===== config.mk =====
export PLATFORM = sky130hd
export DESIGN_NAME = spi_master_driver
export DESIGN_NICKNAME = d
export VERILOG_FILES = /design/src/rtl/spi_master_driver.sv
export SDC_FILE = /design/constraint.sdc
export NUM_CORES = 1
export LEC_CHECK = 0
export ABC_AREA = 1
export BUFFER_PORTS_ARGS = -buffer_cell sky130_fd_sc_hd__buf_2
export CAP_MARGIN = 20
export CORE_MARGIN = 2
export CORE_UTILIZATION = 54
export CTS_BUF_LIST = sky130_fd_sc_hd__clkbuf_4 sky130_fd_sc_hd__clkbuf_8
export DETAILED_ROUTE_END_ITERATION = 8
export GPL_TIMING_DRIVEN = 0
export PLACE_DENSITY = 0.86
export SYNTH_ARGS = -nofsm -noshare
export SYNTH_HDL_FRONTEND = slang
export SYNTH_SLANG_ARGS = --single-unit

===== constraint.sdc =====
create_clock -name clk -period 1.3 [get_ports clk]
set_input_delay 0.195 -clock clk [delete_from_list [all_inputs] [get_ports clk]]
set_output_delay 0.195 -clock clk [all_outputs]
set_load 0.05 [all_outputs]

===== src/rtl/spi_master_driver.sv =====
// rtl/spi_master_driver.sv - host-side SPI framer for the SPI slave + RAM subsystem
// Serialises one command per frame on SS_n/MOSI and captures read-data words from MISO.
module spi_master_driver #(
  parameter int ADDR_SIZE = 8,
  parameter int MEM_WIDTH = 8,
  parameter int TURN_CYC  = 2,
  parameter int GAP_CYC   = 1
) (
  input  logic                   clk,
  input  logic                   rst_n,
  input  logic                   cmd_valid,
  output logic                   cmd_ready,
  input  logic [ADDR_SIZE+1:0]   cmd_data,
  output logic                   SS_n,
  output logic                   MOSI,
  input  logic                   MISO,
  output logic [MEM_WIDTH-1:0]   rd_data,
  output logic                   rd_valid,
  output logic                   busy
);

  localparam int CMD_W    = ADDR_SIZE + 2;
  localparam int SEND_LEN = ADDR_SIZE + 3;
  localparam int CW       = $clog2(SEND_LEN + TURN_CYC + MEM_WIDTH + GAP_CYC + 2);

  typedef enum logic [2:0] {IDLE, LEAD, SEND, TURN, RECV, GAP} state_e;

  state_e               state_q;
  logic [CW-1:0]        cnt_q;
  logic [CMD_W-1:0]     shreg_q;
  logic                 rd_cmd_q;
  logic [MEM_WIDTH-1:0] rx_q;
  logic [MEM_WIDTH-1:0] rx_d;
  logic                 ss_n_q;
  logic                 mosi_q;
  logic                 cmd_ready_q;
  logic                 busy_q;
  logic                 rd_valid_q;
  logic [MEM_WIDTH-1:0] rd_data_q;

  // MISO only enters the datapath through this shift, and only in RECV.
  assign rx_d = {rx_q[MEM_WIDTH-2:0], MISO};

  always_ff @(posedge clk or negedge rst_n) begin
    if (!rst_n) begin
      state_q     <= IDLE;
      cnt_q       <= '0;
      shreg_q     <= '0;
      rd_cmd_q    <= 1'b0;
      rx_q        <= '0;
      ss_n_q      <= 1'b1;
      mosi_q      <= 1'b0;
      cmd_ready_q <= 1'b1;
      busy_q      <= 1'b0;
      rd_valid_q  <= 1'b0;
      rd_data_q   <= '0;
    end else begin
      rd_valid_q <= 1'b0;
      case (state_q)
        IDLE: begin
          if (cmd_valid && cmd_ready_q) begin
            shreg_q     <= cmd_data;
            rd_cmd_q    <= (cmd_data[CMD_W-1 -: 2] == 2'b11);
            ss_n_q      <= 1'b0;
            mosi_q      <= 1'b0;
            cmd_ready_q <= 1'b0;
            busy_q      <= 1'b1;
            state_q     <= LEAD;
          end
        end
        LEAD: begin
          // The opcode MSB is presented twice: once for CHK_CMD, then as frame bit 9.
          mosi_q  <= shreg_q[CMD_W-1];
          cnt_q   <= '0;
          state_q <= SEND;
        end
        SEND: begin
          if (cnt_q == CW'(SEND_LEN - 1)) begin
            mosi_q <= 1'b0;
            cnt_q  <= '0;
            if (rd_cmd_q) begin
              state_q <= TURN;
            end else begin
              ss_n_q  <= 1'b1;
              state_q <= GAP;
            end
          end else begin
            mosi_q  <= shreg_q[CMD_W-1];
            shreg_q <= {shreg_q[CMD_W-2:0], 1'b0};
            cnt_q   <= cnt_q + 1'b1;
          end
        end
        TURN: begin
          if (cnt_q == CW'(TURN_CYC - 1)) begin
            cnt_q   <= '0;
            state_q <= RECV;
          end else begin
            cnt_q <= cnt_q + 1'b1;
          end
        end
        RECV: begin
          rx_q <= rx_d;
          if (cnt_q == CW'(MEM_WIDTH - 1)) begin
            rd_data_q  <= rx_d;
            rd_valid_q <= 1'b1;
            ss_n_q     <= 1'b1;
            cnt_q      <= '0;
            state_q    <= GAP;
          end else begin
            cnt_q <= cnt_q + 1'b1;
          end
        end
        GAP: begin
          if (cnt_q == CW'(GAP_CYC - 1)) begin
            cnt_q       <= '0;
            cmd_ready_q <= 1'b1;
            busy_q      <= 1'b0;
            state_q     <= IDLE;
          end else begin
            cnt_q <= cnt_q + 1'b1;
          end
        end
        default: state_q <= IDLE;
      endcase
    end
  end

  assign cmd_ready = cmd_ready_q;
  assign SS_n      = ss_n_q;
  assign MOSI      = mosi_q;
  assign rd_data   = rd_data_q;
  assign rd_valid  = rd_valid_q;
  assign busy      = busy_q;

endmodule

==> flow_results.org, run 1 <==
** Floorplanning
- Number of primary I/O pins :: 27
- FP Rows :: 22
- In this run the vertical extent of the chip is 66.39 µm.
- The region available for standard cell placement spans 0.003689 mm².
- The initial utilization of the core area, before any placement, comes to 0.5699.
- The die covers 0.004408 mm².
- From left edge to right edge, the die measures 66.39 µm.

** Run status
- Violations in the final reports :: negative setup slack
- The run finished, with violations left.

** GRT
- The number of global-route vias before repair came to 1691.
- The first global-routing pass estimated 7486 µm of wire.
- Maximum number of pins on one net before global-route repair :: 40
- The number of antenna violations at the first check in global routing is 0.
- Global-route congestion overflow total :: 0
- For this run, the total global-route usage over all layers was measured as 0.2301.

** Power
- Worst IR Drop VDD :: 0.7585 mV
- In this run the static leakage power is 1.382 nW.
- Pwr/cell area :: 772.4 mW/mm²

** Flow run
- Max Cap Viol :: 0

** Synth
- The number of nets in the synthesized netlist is 265.
- Cells taking the most area after synthesis :: sky130_fd_sc_hd__dfrtp_1, sky130_fd_sc_hd__nand2_1, sky130_fd_sc_hd__o21ai_2
- sky130_fd_sc_hd__dfrtp_1 takes more of the synthesized area than any other cell.
- Post-synthesis instance area :: 0.002102 mm²
- After synthesis, the mean cell area works out to 8.510 µm².
- Synthesis inferred 39 register bits.
- Distinct cell type count after synthesis :: 26
- Instance count of the mapped netlist :: 247
- Part of the Yosys area used for sequential elements :: 0.4655
- The share of synthesized area in the top cell type comes to 0.4405.
- Yosys Warn Count :: 0

** CTS
- The tree built by TritonCTS fans out to 39 sinks.
- Root Driver :: sky130_fd_sc_hd__clkbuf_8
- The clock passes through at most 2 buffers.
- Number of buffers added by the clock tree synthesis step :: 5
- Clock-pin slew reported for the worst setup and hold paths after clock tree synthesis :: 0.07 ns
- Clock latency reported for the late side of the worst-skew pair :: 0.30 ns
- CTS built an H-tree with a depth of 2.
- Hold repair after CTS inserted 0 buffers.
- TritonCTS built the clock tree.

** Placement
- Once detailed placement completed, the half-perimeter wirelength came to 2864 µm.
- The congestion estimate from routability-driven global placement came to 0.8935.
- Port buffering added 26 buffers.
- After detailed placement, the design holds a cell count of 321.
- Instance area after placement :: 0.002305 mm²
- At the placement stage, the worst setup path has a slack of -0.2066 ns.

** Final layout
- Post-Layout Cell Count :: 349
- Number of fill cells :: 251
- Antenna diode count :: 0
- Once layout is done, the placed cells without fillers occupy 0.002728 mm².
- Share of cells above drive strength 1 :: 0.4485
- Leaving out fill and tap cells, the most frequent cell in the layout is sky130_fd_sc_hd__nand2_1.
- Synthesis-to-finish area growth :: 29.76%
- The net count of the finished layout is 319.
- The top cell types in the final layout, fill and taps aside, are sky130_fd_sc_hd__nand2_1, sky130_fd_sc_hd__dfrtp_1, sky130_fd_sc_hd__inv_1, sky130_fd_sc_hd__buf_2, sky130_fd_sc_hd__o21ai_2.

** STA
- Setup violations remaining at the end of the flow were counted as 27.
- The final-report max-slew violation count was 0.
- Setup repair after global routing could not meet its margin everywhere.
- Fraction of the cycle the final worst path needs :: 1.088
- Worst slew pin tran :: 0.8614 ns
- The number of hold-slack violations in the final timing report is 0.
- The clock arrives with 0.006810 ns of skew.
- For the finished layout, the period the worst path requires is 1.414 ns.
- Final WS setup :: -0.1145 ns
- Static timing analysis puts the maximum clock frequency at 707.0 MHz.
- Worst slew margin :: 0.4257
- Adding up every negative setup slack in the final design gives -2.221 ns.

** Critical path
- For flop-to-flop paths, the worst setup slack is -0.11 ns.
- The worst register-to-register path has a depth of 9.
- CP startpoint kind :: register
- Data arrives at the worst endpoint at 1.65 ns.
- Worst reg2reg path endpoint :: shreg_q[7]$_DFFE_PN0P_
- CP Class :: register to register
- STA classifies the critical path endpoint as a register.
- Of all nets on the critical path, the largest fanout is 6.
- STA puts the critical path data required time at 1.53 ns.
- Critical register-to-register path startpoint :: cnt_q[0]$_DFFE_PN0P_

** Detailed routing
- Routed wire per std cell :: 14.24 µm
- After detailed routing, the number of vias per cell comes to 5.189.
- The first routing iteration left 94 violations.
- First-pass iteration count of the detailed router :: 5
- Vias after detailed routing :: 1811
- For this block, the routed nets add up to 4970 µm of wire.
- After detailed routing, the number of remaining DRC violations is 0.
- Post-detailed-route count of antenna-violating nets :: 0

** Worst hold path
- Hold crit path type :: input port to async pin
layer usage:
metal	GRT usage	share of wire	vias to the layer above
li1	-	-	877
met1	0.2933	0.42	878
met2	0.3688	0.52	41
met3	0.04429	0.035	15
met4	0.1224	0.023	0
met5	0	0	-
worst max-delay path, cell delays in order (launching register included):
cell                        delay (ns)
sky130_fd_sc_hd__dfrtp_2          0.46
sky130_fd_sc_hd__inv_4            0.09
sky130_fd_sc_hd__ha_4             0.13
sky130_fd_sc_hd__nand2_2          0.06
sky130_fd_sc_hd__inv_2            0.07
sky130_fd_sc_hd__nand2_4          0.06
sky130_fd_sc_hd__nand2_8          0.11
sky130_fd_sc_hd__nand2_8          0.08
sky130_fd_sc_hd__clkbuf_16        0.16
sky130_fd_sc_hd__o21ai_2          0.12
worst max path at each step:
stage               cells past startpoint                   from                endpoint  slack (ns)
detailed placement                      9   cnt_q[0]$_DFFE_PN0P_  rd_data[4]$_DFFE_PN0P_       -0.21
floorplan                               6  cmd_ready$_DFFE_PN1P_  shreg_q[9]$_DFFE_PN0P_       -0.10
finish                                  9   cnt_q[0]$_DFFE_PN0P_  shreg_q[7]$_DFFE_PN0P_       -0.11
CTS                                     9   cnt_q[0]$_DFFE_PN0P_  shreg_q[4]$_DFFE_PN0P_       -0.12
global placement                        9   cnt_q[0]$_DFFE_PN0P_  rd_data[4]$_DFFE_PN0P_       -0.18
global route                           10   cnt_q[0]$_DFFE_PN0P_        SS_n$_DFFE_PN1P_       -0.18
synth_stat cells:
library cell and n:
sky130_fd_sc_hd__buf_12 1, sky130_fd_sc_hd__inv_6 1, sky130_fd_sc_hd__buf_2 2, sky130_fd_sc_hd__nand2_2 4, sky130_fd_sc_hd__dfrtp_1 37, sky130_fd_sc_hd__nand2_1 73
sky130_fd_sc_hd__nand2_4 4, sky130_fd_sc_hd__o21ai_0 23, sky130_fd_sc_hd__o21ai_1 4, sky130_fd_sc_hd__o21ai_2 16, sky130_fd_sc_hd__dfstp_2 2, sky130_fd_sc_hd__a21oi_1 1
sky130_fd_sc_hd__nand2_8 2, sky130_fd_sc_hd__buf_6 2, sky130_fd_sc_hd__inv_2 6, sky130_fd_sc_hd__nand3_1 9, sky130_fd_sc_hd__xnor2_1 1, sky130_fd_sc_hd__nand4_1 2
sky130_fd_sc_hd__o21bai_1 1, sky130_fd_sc_hd__nor2_2 2, sky130_fd_sc_hd__ha_1 4, sky130_fd_sc_hd__nor2_4 5, sky130_fd_sc_hd__a21oi_4 1, sky130_fd_sc_hd__inv_1 32
sky130_fd_sc_hd__nor2_1 11, sky130_fd_sc_hd__nor3_1 1
stage by stage:
step | hold slack (ns) | util | total power, mW
final | 0.004091 | 0.7395 | 2.107
after global routing | 0.07303 | 0.7395 | 2.170
after CTS | 0.03069 | 0.6923 | 2.089
after detailed placement | 0.3473 | 0.6248 | 1.294
after global placement | 0.3497 | 0.6248 | 1.294
after floorplan | -0.1006 | - | 1.249
where the power goes:
part,switching [mW],internal [mW]
combinational,0.0381,0.0200
sequential,0,1.21
clock,0.425,0.411
total,0.463,1.64
timing repair:
item	4_1_cts	5_1_grt
cloned	1	2
endpoints found under the setup margin	30	34
gates resized for setup	22	30
buffers inserted	11	7
pin swaps	5	12
flip-flops by register name, summed over array words and instances, names as in the netlist:
name / flops
rd_valid: 1
state_q: 3
MOSI: 1
cmd_ready: 1
rd_cmd_q: 1
busy: 1
SS_n: 1
rx_q: 7
shreg_q: 10
rd_data: 8
cnt_q: 5
cells by family after synthesis:
logic type / share of synthesized area
simple gates: 0.2649
compound gates: 0.1446
buf+inv: 0.09703
flops: 0.4655
fa+ha+maj: 0.02381
xor+xnor: 0.004167
layout make-up:
type	count	area [µm²]	area share
Clock buffer	7	83.83	0.03073
Sequential cell	39	984.7	0.3610
Tap cell	48	60.06	0.02202
Buffer	5	56.30	0.02064
Inverter	39	158.9	0.05826
Multi-Input combinational cell	165	1052	0.3858
Timing Repair Buffer	46	331.6	0.1216
(Power assumes the default switching activity.)
==> run 2, diff against run 1 <==
--- a/config.mk
+++ b/config.mk
@@ -5,15 +5,14 @@
 export SDC_FILE = /design/constraint.sdc
 export NUM_CORES = 1
 export LEC_CHECK = 0
-export ABC_AREA = 1
 export BUFFER_PORTS_ARGS = -buffer_cell sky130_fd_sc_hd__buf_2
 export CAP_MARGIN = 20
 export CORE_MARGIN = 2
-export CORE_UTILIZATION = 54
+export CORE_UTILIZATION = 53
 export CTS_BUF_LIST = sky130_fd_sc_hd__clkbuf_4 sky130_fd_sc_hd__clkbuf_8
 export DETAILED_ROUTE_END_ITERATION = 8
 export GPL_TIMING_DRIVEN = 0
-export PLACE_DENSITY = 0.86
+export PLACE_DENSITY = 0.85
 export SYNTH_ARGS = -nofsm -noshare
 export SYNTH_HDL_FRONTEND = slang
 export SYNTH_SLANG_ARGS = --single-unit
==> flow_results.org, run 2 <==
** Placement
- During placement, the flow inserted port buffers numbering 26.
- At the end of routability-driven placement, the weighted congestion stood at 0.8008.
- Before CTS, the worst setup slack after placement is -0.6071 ns.
- After legalization and detailed placement, the total HPWL measured 2766 µm.

** STA
- Setup violations remaining at the end of the flow were counted as 40.
- Setup slack on the critical path of the routed design comes to -0.4718 ns.
- For the pin with the worst max-slew slack, the measured transition is 0.8664 ns.
- Number of slew-limit violations in the final report :: 0
- FMAX :: 564.4 MHz
- WHS :: -0.0009214 ns
- Measured against its own limit, the worst slew margin works out to 0.4224.
- RSZ-0062 raised after global routing :: yes
- Adding up every negative setup slack in the final design gives -12.45 ns.
- The smallest clock period supported by the final layout is computed as 1.772 ns.
- On the final layout, the worst clock skew is 0.01483 ns.
- The number of hold-slack violations in the final timing report came to 3.
- Fraction of the cycle the final worst path needs :: 1.363

** Final layout
- Footprint of the multi-input gates :: 0.001190 mm²
- Area taken by flip-flops and latches :: 988.4 µm²
- Measured on the finished design, the core utilization comes to 0.8001.
- Number of fill cells :: 191
- The repair_antennas step left the layout with diodes totalling 0.
- Most frequent standard cell in the layout excluding fill and tap cells :: sky130_fd_sc_hd__dfrtp_1
- Number of flip-flops in the largest register :: 10
- Synthesis-to-finish area growth :: 47.54%
- In the final design database the tool counted 263 nets.
- Leaving out fill and tap cells, the most frequent cells in the layout are sky130_fd_sc_hd__dfrtp_1, sky130_fd_sc_hd__buf_2, sky130_fd_sc_hd__buf_6, sky130_fd_sc_hd__buf_4, sky130_fd_sc_hd__nor2_1.
- Reg with most FFs :: shreg_q
- In the final layout, the share of cells above drive strength 1 is 0.5813.

** CTS
- TritonCTS built the clock tree.
- Counting the buffers created by CTS gives 5.
- CTS Hold Buffers Added :: 0
- In this run the clock root is driven by a sky130_fd_sc_hd__clkbuf_8.
- Clock-pin slew was measured on the worst setup and hold paths at 0.08 ns.
- The H-tree generated during clock tree synthesis spans 2 levels.
- Counting along the longest clock path gives a buffer depth of 2.
- The later pin in the worst-skew pair is clocked with a latency of 0.31 ns.
- Clk sink count :: 39

** Detailed routing
- In the routed layout, each cell is associated on average with a via count of 6.071.
- Dividing the detail-routed wire length by the instance count gives 21.29 µm.
- Drt initial violations :: 160
- Wires add up to 6259 µm.
- Vias after detailed routing :: 1785
- Post-detailed-route count of antenna-violating nets :: 0
- First-pass iteration count of the detailed router :: 4
- Total DRC errors in the routed layout :: 0

** Critical path
- The signal on the critical path passes through buf_12, ha_4, nand4bb_1, or3_4, buf_6, mux2_2.
- CP max-delay cell :: sky130_fd_sc_hd__dfrtp_2
- Buf+Inv Stages, Crit Path :: 2
- Data on the critical path is required at its endpoint by 1.48 ns.
- Peak per-stage delay on the critical path :: 0.43 ns
- In this run the worst path has a maximum fanout of 5.
- CP delay by family, top :: simple AND/OR/NAND/NOR gates
- The worst setup path is captured at a register.
- CP Class :: register to register
- CP startpoint kind :: register
- At the worst endpoint, the arrival time is 1.96 ns.

** Synth
- Instance count of the mapped netlist :: 183
- Of all flip-flops after synthesis, the portion carrying an async set or reset was 1.000.
- Ranked by total cell area, the synthesized netlist is headed by sky130_fd_sc_hd__dfrtp_1, sky130_fd_sc_hd__mux2_2, sky130_fd_sc_hd__mux2i_1.
- Number of synthesized flops with an enable pin :: 0
- Yosys Warn Count :: 0
- Cell type with the highest aggregate area in the netlist :: sky130_fd_sc_hd__dfrtp_1
- Counting distinct cell types in the post-synthesis netlist gives 41.
- The cell area that synthesis handed to floorplanning was 0.001956 mm².
- In the post-synthesis netlist, the cell with the most instances is sky130_fd_sc_hd__dfrtp_1.
- After synthesis the netlist holds a flip-flop and latch count of 39.
- The share of the Yosys chip area taken by registers is 0.5003.
- Top cell types by occurrence after synthesis :: sky130_fd_sc_hd__dfrtp_1, sky130_fd_sc_hd__nor2_1, sky130_fd_sc_hd__a21oi_1, sky130_fd_sc_hd__mux2_2, sky130_fd_sc_hd__mux2i_1
- Area share of the leading cell type in the synthesized netlist :: 0.4734
- Commonest register cell after synthesis :: sky130_fd_sc_hd__dfrtp_1
- Each instance of the synthesized netlist takes up on average 10.69 µm².
- Total nets after synthesis :: 201

** Floorplanning
- In this run the vertical extent of the chip is 64.75 µm.
- After floorplanning, the core was sized to cover 0.003606 mm².
- FP Rows :: 22
- The die covers 0.004192 mm².
- Initial core utilization :: 0.5423
- The floorplan step set the die width to 64.75 µm.
- Number of primary I/O pins :: 27

** GRT
- Antenna violations before repair :: 0
- The first global-routing pass estimated 8349 µm of wire.
- Maximum number of pins on one net before global-route repair :: 40
- Global-route congestion overflow total :: 0
- The number of global-route vias before repair is 1687.
- Total Routing Usage GR :: 0.2695

** Flow run
- Max-cap violations in this run came to 0.

** Power
- IR analysis of the VDD net gives a maximum drop of 1.196 mV.
- Pleak :: 1.251 nW
- For this design the ratio of total power to cell area is 2274 mW/mm².
- Post-layout power :: 6.561 mW

** Run status
- The flow ran to the end, but the final reports show violations.
- Violations in the final reports :: negative hold slack, negative setup slack

** Worst hold path
- Hold crit path type :: input port to async pin
run 2: cell types whose count changed in the layout (fill, tap and decap cells not counted), sizes merged, moves of 5 or more:
cell,delta
mux2,+16
nand2,-76
inv,-30
o21ai,-33
a21oi,+15
nand3,-5
buf,+9
mux2i,+10
nand2b,+5
run 2: metal layers:
| layer | track usage | up-vias | share of wire |
|---|---|---|---|
| met5 | 0 | - | 0 |
| met3 | 0.05382 | 32 | 0.066 |
| met2 | 0.4858 | 97 | 0.51 |
| met1 | 0.3076 | 878 | 0.38 |
| li1 | - | 778 | - |
| met4 | 0.1170 | 0 | 0.046 |
run 2: cell type report:
cell class	instances	area share
repair buffers	56	0.1557
plain buffers	8	0.02732
inverters	8	0.01041
clock inverters	2	0.004337
clock buffers	6	0.02645
well taps	48	0.02082
multi-input cells	127	0.4124
flip-flops and latches	39	0.3426
run 2: worst register-to-register path, delay by kind of cell (launching register included):
family	cells	cell delay (ns)
fa+ha+maj	1	0.14
flops	1	0.43
simple gates	2	0.56
mux	1	0.27
buf+inv	2	0.27
run 2: where the power goes:
| group | switching (mW) | leakage, nW | total (mW) | internal, mW |
|---|---|---|---|---|
| sequential | 0.381 | 0.452 | 2.02 | 1.64 |
| clock | 0.463 | 0.0446 | 0.859 | 0.396 |
| combinational | 1.92 | 0.754 | 3.68 | 1.76 |
run 2: what timing repair did:
action,4_1_cts,5_1_grt
setup endpoints to repair,40,41
cloned,2,0
resized for setup,38,41
buffers inserted,18,11
pin swaps,11,16
run 2: path summary, 6_finish.rpt:
check	slack, ns	depth (start not counted)	from	to
setup / recovery	-0.47	6	cnt_q[0]$_DFFE_PN0P_	rd_data[4]$_DFFE_PN0P_
hold / removal	-0.0009	1	rst_n	busy$_DFFE_PN0P_
setup reg to reg	-0.47	6	cnt_q[0]$_DFFE_PN0P_	rd_data[4]$_DFFE_PN0P_
hold reg to reg	0.50	1	MOSI$_DFFE_PN0P_	MOSI$_DFFE_PN0P_
max in group asynchronous	0.70	1	rst_n	cnt_q[3]$_DFFE_PN0P_
min in group clk	0.14	2	MISO	rx_q[0]$_DFFE_PN0P_
run 2: kinds of logic after synthesis:
| kind of cell | after synthesis | share of synthesized area |
|---|---|---|
| AND/OR/NAND/NOR | 54 | 0.1446 |
| AO/OA/AOI/OAI | 42 | 0.1401 |
| flip-flops | 39 | 0.5003 |
| multiplexers | 26 | 0.1433 |
| buffers and inverters | 17 | 0.04159 |
| adder cells (fa/ha/maj) | 4 | 0.02559 |
| XOR/XNOR | 1 | 0.004479 |
run 2: stage by stage:
| step | cell area (µm²) | cells |
|---|---|---|
| 2_1_floorplan | 2086 | 183 |
| 3_3_place_gp | 2276 | 257 |
| 3_5_place_dp | 2276 | 257 |
| 4_1_cts | 2679 | 284 |
| 5_1_grt | 2885 | 294 |
| 6_report | 2885 | 294 |
==> run 3, diff against run 2 <==
--- a/config.mk
+++ b/config.mk
@@ -13,6 +13,7 @@
 export DETAILED_ROUTE_END_ITERATION = 8
 export GPL_TIMING_DRIVEN = 0
 export PLACE_DENSITY = 0.85
+export SETUP_SLACK_MARGIN = 0.3
 export SYNTH_ARGS = -nofsm -noshare
 export SYNTH_HDL_FRONTEND = slang
 export SYNTH_SLANG_ARGS = --single-unit
==> flow_results.org, run 3 (same netlist as run 2, synthesis figures left out) <==
** Run status
- The flow ran to the end, but the final reports show violations.
- The checks that failed: negative hold slack, negative setup slack.

** Detailed routing
- Using the TritonRoute via totals, the vias-per-cell ratio works out to 6.020.
- Post-detailed-route count of antenna-violating nets :: 0
- Routed wire per std cell :: 20.12 µm
- Drt initial violations :: 114
- The routed design has 5975 µm of wire.
- Vias after detailed routing :: 1788
- The first detailed-routing pass ran for 4 iterations.
- After detailed routing, the number of remaining DRC violations is 0.

** Final layout
- The final layout contains 266 nets.
- 0 antenna diodes ended up in the layout.
- The top cell types in the final layout, fill and taps aside, are sky130_fd_sc_hd__dfrtp_1, sky130_fd_sc_hd__buf_6, sky130_fd_sc_hd__buf_4, sky130_fd_sc_hd__buf_2, sky130_fd_sc_hd__nor2_1.
- After routing the design area is 0.003015 mm².
- In the final layout, the share of cells above drive strength 1 is 0.6024.
- Synthesis-to-finish area growth :: 54.19%
- Once layout is complete, the cells apart from fillers number 297.
- Number of flip-flops in the largest register :: 10
- Counting flops per register, the top entry is shreg_q.
- Most frequent standard cell in the layout excluding fill and tap cells :: sky130_fd_sc_hd__dfrtp_1
- For this run, the share of the core covered by cells in the final layout is 0.8362.
- Number of fill cells :: 165

** CTS
- Number of buffers added by the clock tree synthesis step :: 5
- The tree built by TritonCTS fans out to 39 sinks.
- Counting along the longest clock path gives a buffer depth of 2.
- Clock latency reported for the late side of the worst-skew pair :: 0.30 ns
- CTS built an H-tree with a depth of 2.
- TritonCTS built the clock tree.
- The cell sitting at the root of the clock tree is a sky130_fd_sc_hd__clkbuf_8.
- Clock-pin slew reported for the worst setup and hold paths after clock tree synthesis :: 0.09 ns

** Placement
- Summed over all nets, the half-perimeter wirelength after detailed placement is 2650 µm.
- Gp weighted congestion :: 0.8078
- After detailed placement, the design holds a cell count of 257.
- Buffers placed on the I/O ports in this run total 26.
- Summing all placed instances gives a cell area of 0.002285 mm².

** STA
- Count of endpoints failing hold in the final timing report :: 2
- Number of slew-limit violations in the final report :: 0
- Clk_skew :: 0.01039 ns
- Worst slew margin :: 0.4394
- On the final layout, the worst hold slack is -0.002477 ns.
- Number of failing setup endpoints in the final timing report :: 40
- Shortest period the worst path allows :: 1.729 ns
- Setup slack on the critical path of the routed design comes to -0.4292 ns.
- FMAX :: 578.3 MHz
- Worst slew pin tran :: 0.8410 ns
- Setup repair after global routing could not meet its margin everywhere.
- Of the available clock period, the critical path in the final layout requires 1.330.

** Power
- Worst IR Drop VDD :: 1.325 mV
- In this run the power density over the cells is 2299 mW/mm².
- For this design the static power due to leakage is 1.323 nW.
- Summing internal, switching and leakage power gives 6.933 mW.

** Floorplanning
- The die covers 0.004192 mm².
- The die is 64.75 µm wide.
- In this run the standard cell core region covers 0.003606 mm².
- Initial core utilization :: 0.5423
- 27 I/O pins were placed.
- The floorplan step set the die height to 64.75 µm.
- FP Rows :: 22

** GRT
- Global-route congestion overflow total :: 0
- Maximum number of pins on one net before global-route repair :: 40
- The first global-routing pass estimated 8714 µm of wire.
- Total Routing Usage GR :: 0.2780
- The number of antenna violations at the first check in global routing came to 0.
- Vias in the first global route :: 1734

** Critical path
- The worst setup path is of the register to register kind.
- Data arrival time of the critical path :: 1.96 ns
- Crit path capture type :: register
- Critical path peak fanout :: 8
- STA puts the critical path data required time at 1.53 ns.
- CP startpoint kind :: register

** Worst hold path
- The tightest min-delay check is of the input port to async pin type.

** Flow run
- Across the run, the number of max-cap violations was 0.
## run 3: through the flow
stage               setup TNS, ns  worst slack (ns)
floorplan                  -6.717           -0.4010
global placement           -11.91           -0.5965
detailed placement         -12.63           -0.5971
CTS                        -10.49           -0.3920
global route               -13.96           -0.4884
finish                     -12.20           -0.4292
## run 3: final timing paths
kind / from / depth (start not counted) / slack (ns) / endpoint
min reg2reg: rx_q[6]$_DFFE_PN0P_ / 1 / 0.53 / rd_data[7]$_DFFE_PN0P_
max in group asynchronous: rst_n / 1 / 0.72 / state_q[2]$_DFFE_PN0P_
min in group clk: MISO / 2 / 0.14 / rx_q[0]$_DFFE_PN0P_
max reg2reg: cnt_q[1]$_DFFE_PN0P_ / 7 / -0.43 / shreg_q[1]$_DFFE_PN0P_
min: rst_n / 1 / -0.002 / cnt_q[4]$_DFFE_PN0P_
max: cnt_q[1]$_DFFE_PN0P_ / 7 / -0.43 / shreg_q[1]$_DFFE_PN0P_
## run 3: where the power goes
group          internal [mW]  total (mW)  switching, mW
Clock                  0.572        1.04          0.464
Combinational           1.91        3.90           1.98
Sequential              1.64        2.00          0.362
## run 3: critical path, cell delays in order, from the launching register on
cell	delay (ns)
sky130_fd_sc_hd__dfrtp_2	0.47
sky130_fd_sc_hd__ha_4	0.18
sky130_fd_sc_hd__and4bb_4	0.21
sky130_fd_sc_hd__a2111oi_4	0.31
sky130_fd_sc_hd__buf_6	0.20
sky130_fd_sc_hd__buf_6	0.12
sky130_fd_sc_hd__nor2_1	0.04
sky130_fd_sc_hd__a21oi_1	0.13
## run 3: metal layers
layer	part of all wire	track usage	vias to the layer above
li1	-	-	778
met5	0	0	-
met1	0.40	0.3257	904
met2	0.51	0.4807	87
met4	0.028	0.1410	0
met3	0.059	0.05729	19
## run 3: repair_timing
item / CTS / global route
endpoints found under the setup margin: 52 / 52
setup buffers: 24 / 7
pin swaps: 13 / 19
hold buffers: 0 / 0
gates cloned: 1 / 0
resized for setup: 54 / 51
## run 3: final cells by class
class,count,area [µm²],area share
clock buffers,5,68.82,0.02282
repair buffers,58,524.3,0.1739
well taps,48,60.06,0.01992
inverters,8,37.54,0.01245
clock inverters,3,43.79,0.01452
plain buffers,9,103.9,0.03444
flip-flops and latches,39,988.4,0.3278
multi-input cells,127,1189,0.3942
